## config.mk

```make
export PLATFORM = sky130hd
export DESIGN_NAME = mul_sequencer_flat
export DESIGN_NICKNAME = d
export VERILOG_FILES = /design/src/rtl/mul_if.sv /design/src/rtl/mul_sequencer.sv /design/src/flat_wrapper.sv
export SDC_FILE = /design/constraint.sdc
export NUM_CORES = 1
export LEC_CHECK = 0
export ABC_AREA = 1
export CAP_MARGIN = 0
export CORE_ASPECT_RATIO = 0.9
export CORE_MARGIN = 2
export CORE_UTILIZATION = 50
export DETAILED_ROUTE_END_ITERATION = 12
export GPL_TIMING_DRIVEN = 0
export PLACE_DENSITY = 0.8
export SLEW_MARGIN = 20
export SYNTH_ARGS = -nofsm -noshare
export SYNTH_HDL_FRONTEND = slang
export SYNTH_SLANG_ARGS = --single-unit
```

## constraint.sdc

```tcl
create_clock -name clk -period 4.69 [get_ports clk]
set_clock_uncertainty 0.1 [all_clocks]
set_input_delay 1.407 -clock clk [delete_from_list [all_inputs] [get_ports clk]]
set_output_delay 1.407 -clock clk [all_outputs]
set_load 0.02 [all_outputs]
```

## src/rtl/mul_if.sv

```systemverilog
// Handshake bundle between an issuing stage and the shift-add multiplier.
// The master issues operands and acknowledges results.
// The slave (the multiplier) reports ready/busy/valid and the product.
interface mul_if #(
    parameter int word_width = 16
);
    logic                      start;
    logic [word_width-1:0]     A;
    logic [word_width-1:0]     B;
    logic                      ack;
    logic                      ready;
    logic                      busy;
    logic                      valid;
    logic [2*word_width-1:0]   R;

    modport master (
        output start, A, B, ack,
        input  ready, busy, valid, R
    );

    modport slave (
        input  start, A, B, ack,
        output ready, busy, valid, R
    );
endinterface

```

## src/rtl/mul_sequencer.sv

```systemverilog
// Multi-cycle unsigned shift-add multiplier.
// One shared carry-lookahead adder is reused once per iteration.
// The partial product P shifts right by one bit each cycle.
// A start/ready + valid/ack handshake lets the issuing stage stall on the unit.

// Carry-lookahead adder built from cascade_size-bit lookahead groups.
// Group carries chain from one group to the next.
module fast_adder #(
    parameter int width        = 16,
    parameter int cascade_size = 4
) (
    input  logic [width-1:0] a,
    input  logic [width-1:0] b,
    input  logic             c_in,
    output logic [width-1:0] sum,
    output logic             c_out
);
    logic [width-1:0] gen;
    logic [width-1:0] prop;
    logic [width:0]   carry;
    logic             term;
    logic             chain;

    assign gen  = a & b;
    assign prop = a ^ b;

    // Expanded lookahead carries inside each group, seeded by the group's carry-in
    always_comb begin
        carry    = '0;
        term     = 1'b0;
        chain    = 1'b1;
        carry[0] = c_in;
        for (int grp = 0; grp < width / cascade_size; grp++) begin
            for (int i = 0; i < cascade_size; i++) begin
                chain = 1'b1;
                term  = 1'b0;
                for (int j = i; j >= 0; j--) begin
                    term  = term | (chain & gen[grp*cascade_size + j]);
                    chain = chain & prop[grp*cascade_size + j];
                end
                carry[grp*cascade_size + i + 1] = term | (chain & carry[grp*cascade_size]);
            end
        end
    end

    assign sum   = prop ^ carry[width-1:0];
    assign c_out = carry[width];
endmodule

module mul_sequencer #(
    parameter int word_width   = 16,
    parameter int cascade_size = 4
) (
    input  logic  clk,
    input  logic  reset,
    mul_if.slave  bus
);
    localparam int step_w = $clog2(word_width) + 1;

    typedef enum logic [1:0] {IDLE, CALC, DONE} state_t;

    state_t                  state_q;
    state_t                  state_d;
    logic [2*word_width-1:0] p_q;
    logic [word_width-1:0]   m_q;
    logic [step_w-1:0]       step_q;
    logic                    busy_q;
    logic                    valid_q;
    logic [word_width-1:0]   addend;
    logic [word_width-1:0]   sum;
    logic                    c_out;
    logic                    last_step;
    logic                    ready;
    logic                    accept;
    logic                    calc_en;

    // Add the multiplicand into the upper half only when the current multiplier bit is set
    assign addend    = p_q[0] ? m_q : '0;
    assign last_step = (step_q == step_w'(word_width - 1));

    fast_adder #(
        .width        (word_width),
        .cascade_size (cascade_size)
    ) u_adder (
        .a     (p_q[2*word_width-1:word_width]),
        .b     (addend),
        .c_in  (1'b0),
        .sum   (sum),
        .c_out (c_out)
    );

    // State register
    always_ff @(posedge clk) begin
        if (reset) state_q <= IDLE;
        else       state_q <= state_d;
    end

    // Next-state logic; a DONE result acked together with start chains straight into CALC
    always_comb begin
        state_d = state_q;
        case (state_q)
            IDLE:    if (bus.start) state_d = CALC;
            CALC:    if (last_step) state_d = DONE;
            DONE:    if (bus.ack)   state_d = bus.start ? CALC : IDLE;
            default: state_d = IDLE;
        endcase
    end

    // Handshake decode: operands are accepted whenever start meets ready
    always_comb begin
        ready   = (state_q == IDLE) || ((state_q == DONE) && bus.ack);
        accept  = bus.start && ready;
        calc_en = (state_q == CALC);
    end

    // Partial product, multiplicand and iteration count
    always_ff @(posedge clk) begin
        if (reset) begin
            p_q    <= '0;
            m_q    <= '0;
            step_q <= '0;
        end else if (accept) begin
            p_q    <= {{word_width{1'b0}}, bus.B};
            m_q    <= bus.A;
            step_q <= '0;
        end else if (calc_en) begin
            p_q    <= {c_out, sum, p_q[word_width-1:1]};
            step_q <= step_q + 1'b1;
        end
    end

    // Registered status flags track the state being entered
    always_ff @(posedge clk) begin
        if (reset) begin
            busy_q  <= 1'b0;
            valid_q <= 1'b0;
        end else begin
            busy_q  <= (state_d == CALC);
            valid_q <= (state_d == DONE);
        end
    end

    assign bus.ready = ready;
    assign bus.busy  = busy_q;
    assign bus.valid = valid_q;
    assign bus.R     = p_q;
endmodule

```

## src/flat_wrapper.sv

```systemverilog
// flat-port wrapper written by rule: the top's interface ports become plain ports
module mul_sequencer_flat 
#(
    parameter int word_width   = 16,
    parameter int cascade_size = 4
)
  (clk, reset, bus_start, bus_A, bus_B, bus_ack, bus_ready, bus_busy, bus_valid, bus_R);
  mul_if #(.word_width(word_width)) bus_i ();
  input  logic clk;
  input  logic reset;
  input wire logic [$bits(bus_i.start)-1:0] bus_start;
  input wire logic [$bits(bus_i.A)-1:0] bus_A;
  input wire logic [$bits(bus_i.B)-1:0] bus_B;
  input wire logic [$bits(bus_i.ack)-1:0] bus_ack;
  output wire logic [$bits(bus_i.ready)-1:0] bus_ready;
  output wire logic [$bits(bus_i.busy)-1:0] bus_busy;
  output wire logic [$bits(bus_i.valid)-1:0] bus_valid;
  output wire logic [$bits(bus_i.R)-1:0] bus_R;
  assign bus_i.start = bus_start;
  assign bus_i.A = bus_A;
  assign bus_i.B = bus_B;
  assign bus_i.ack = bus_ack;
  assign bus_ready = bus_i.ready;
  assign bus_busy = bus_i.busy;
  assign bus_valid = bus_i.valid;
  assign bus_R = bus_i.R;
  mul_sequencer #(.word_width(word_width), .cascade_size(cascade_size)) u_core (.clk(clk), .reset(reset), .bus(bus_i));
endmodule
```

==> flow_summary_export.csv <==
group,metric,value,unit
setup_path,r2r_end,"u_core.bus.R[28]",
setup_path,required,3.18,ns
setup_path,crit_buf_inv,4,
route,drt-initial-drc-count,153,
floorplanning,io_pins,71,
layout,layout_common_cells,"143 x nand2_1, 69 x clkdlybuf4s50_1, 57 x dfxtp_1",
clock_tree,cts_resized,0,
synthesis,ys_types,32,
sta,fin_crit_sh,90.0,%
sta,slew_headroom,64.3,%
setup_path,r2r_start,"u_core.bus.R[0]",
layout,fillerInstances,494,
synthesis,synth_area,3000,sq um
power,p_leak,0.00181,uW
layout,layout_commonest_cell,"nand2_1",
setup_path,worstSetupStartpointType,"input pin",
sta,rsz0062_at_grt,"false",
clock_tree,clock_path_buffers,2,
setup_path,worstSetupPathType,"input pin to primary output",
route,drt_first_pass_iters,5,
floorplanning,initial_core_util,52.3,%
place,gp_congestion,0.795,
floorplanning,core,5730,sq um
global_routing,grt_pass1_vias,2856,
setup_path,arrival,2.71,ns
sta,whs,0.366,ns
floorplanning,die_area,6630,sq um
clock_tree,clk_pin_slew,0.06,ns
floorplanning,fp.dieH,77.4,um
route,wirelength,7.22,mm
synthesis,syn-mean-instance-area,7.17,sq um
synthesis,ys_seq_area_share,38.1,%
sta,drv_slew,0,
place,io_buffer_count,69,
route,vias,2947,
setup_path,crit_family,"buffers and inverters",
sta,final.setup.tns,0,ns
clock_tree,cts.sinks,57,
synthesis,syn_nets,476,
job,max-cap-violations,0,
setup_path,worst-r2r-cell-count,15,
global_routing,track_usage,23.2,%
setup_path,crit_end,"bus_ready",
layout,area_growth,31.8,%
clock_tree,cts.htree.levels,3,
sta,tightest_slew,0.535,ns
clock_tree,post_cts_buffers,0,
clock_tree,cts-hold-fix-buffers,0,
power,power_density,288,nW/um^2
setup_path,crit_fanout,2,
route,antenna_left,0,
setup_path,critical_path.max_stage_delay,0.61,ns
route,post_drt_wl_per_cell,12.6,um
layout,n_antenna_cell,0,
setup_path,crit_slowest_cell,"clkdlybuf4s50_1",
setup_path,worstSetupPathDepth,6,
setup_path,end_kind,"primary output",
clock_tree,numCtsBuffers,9,
sta,hold_viol_final,0,
power,vdd.ir_drop.worst,0.215,mV
synthesis,synth_warnings,0,
run_status,status,"completed",
place,post-dp-hpwl,5.35,mm
synthesis,synthCells,418,
clock_tree,clock_latency,0.34,ns
global_routing,grt_max_degree,11,
floorplanning,die_w,85.6,um
setup_path,rrSetupSlack,1.70,ns
global_routing,grt_pass1_wl,12.4,mm
global_routing,antenna_found_initial,0,
min_path,hold_path_class,"register to register",
floorplanning,core.rowCount,26,
clock_tree,cts-root-buf,"clkbuf_8",
sta,max_freq,237,MHz
layout,drive_gt1_share,8.95,%
sta,period_needed,4.22,ns
synthesis,ys_ff_latch,57,
global_routing,overflow,0,
route,routed_via_density,5.14,
sta,finalSetupViolations,0,
layout,final_nets,556,
setup_path,path_cells,"clkdlybuf4s50_1 > inv_1 > nand2_1 > nand2_1 > inv_2 > clkdlybuf4s50_1",
setup_path,crit_path_start,"bus_ack",
route,drcViolationCount,0,
clock_tree,cts_tree,"built",
## synth_stat cells
master	n	area share, %
nor2_1	27	3.4
nand3_1	12	2.0
xnor2_1	2	0.58
inv_2	4	0.50
a21oi_1	39	6.5
nor2_2	1	0.21
o211ai_1	1	0.25
xor2_1	2	0.58
or2_0	1	0.21
a31oi_1	16	3.3
or2_2	1	0.21
buf_2	7	1.2
fa_1	4	2.7
dfxtp_1	57	38
nand2_1	143	18
inv_1	39	4.9
clkbuf_1	7	0.88
a21oi_2	3	0.88
nor3_1	2	0.33
a211oi_1	1	0.25
nand2_2	4	0.84
a21boi_0	2	0.50
o21ai_1	1	0.17
nand3b_1	1	0.25
nand2_4	4	1.5
o211a_1	1	0.33
ha_1	18	7.5
nand4_1	3	0.63
buf_4	4	1.0
nand3_2	2	0.67
o21ai_0	8	1.3
nor2_4	1	0.38
## worst min-delay path: cells and delay by family (launching register included)
family / cells / cell delay, ns
AOI/OAI and AO/OA: 1 / 0.05
DFF: 1 / 0.31
and+or+nand+nor: 1 / 0.06
## logic make-up (layout without fill, tap and decap cells)
group | Yosys count | count (layout) | share of synthesized area (%)
buf+inv | 61 | 146 | 8.44
simple gates | 202 | 202 | 28.5
xor+xnor | 4 | 4 | 1.17
compound gates | 72 | 72 | 13.6
flops | 57 | 57 | 38.1
fa+ha+maj | 22 | 22 | 10.2
## per-layer routing
metal	wire length (um)	vias up	global-route usage, %
met2	3350	77	38.6
met3	365	15	5.96
met5	0	-	0
met4	124	0	9.21
li1	-	1502	-
met1	3380	1353	28.7
## sequential cells by signal (all words and copies together), names as in the netlist
name	count
u_core.m_q	16
u_core.state_q	2
u_core.bus.valid	1
u_core.bus.busy	1
u_core.bus.R	32
u_core.step_q	5
## per-stage QoR
step           worst slack, ns  total power, uW  cells  area (sq um)  util [%]
3_5_place_dp             0.507              738    557          3770      65.9
2_1_floorplan             1.55              648    418          3000         -
5_1_grt                  0.416             1190    573          3950      68.9
4_1_cts                  0.464             1140    573          3950      68.9
6_report                 0.468             1140    573          3950      68.9
3_3_place_gp             0.498              733    557          3770      65.9
## worst min-delay path by stage
stage	from	end	slack, ns	cells after the start
floorplan	u_core.step_q[4]	u_core.step_q[4]	0.34	2
global placement	u_core.step_q[4]	u_core.step_q[4]	0.35	2
detailed placement	u_core.m_q[1]	u_core.m_q[1]	0.36	2
CTS	u_core.step_q[4]	u_core.step_q[4]	0.37	2
global route	u_core.m_q[15]	u_core.m_q[15]	0.39	2
finish	u_core.m_q[1]	u_core.m_q[1]	0.37	2
## report_power, final
part	internal (uW)	switching (uW)
logic	90.2	110
clock network	218	189
registers	510	18.6
## area by class of cell
type                            count  area, sq um  share of cell area (%)
Clock buffer                       13          159                    4.03
Timing Repair Buffer               69          691                    17.5
Multi-Input combinational cell    300         1600                    40.6
Clock inverter                      3         15.0                   0.380
Sequential cell                    57         1140                    28.9
Inverter                           43          161                    4.09
Buffer                             18         91.3                    2.31
Tap cell                           70         87.6                    2.22
Note: power is estimated with default switching activity, not from simulation.
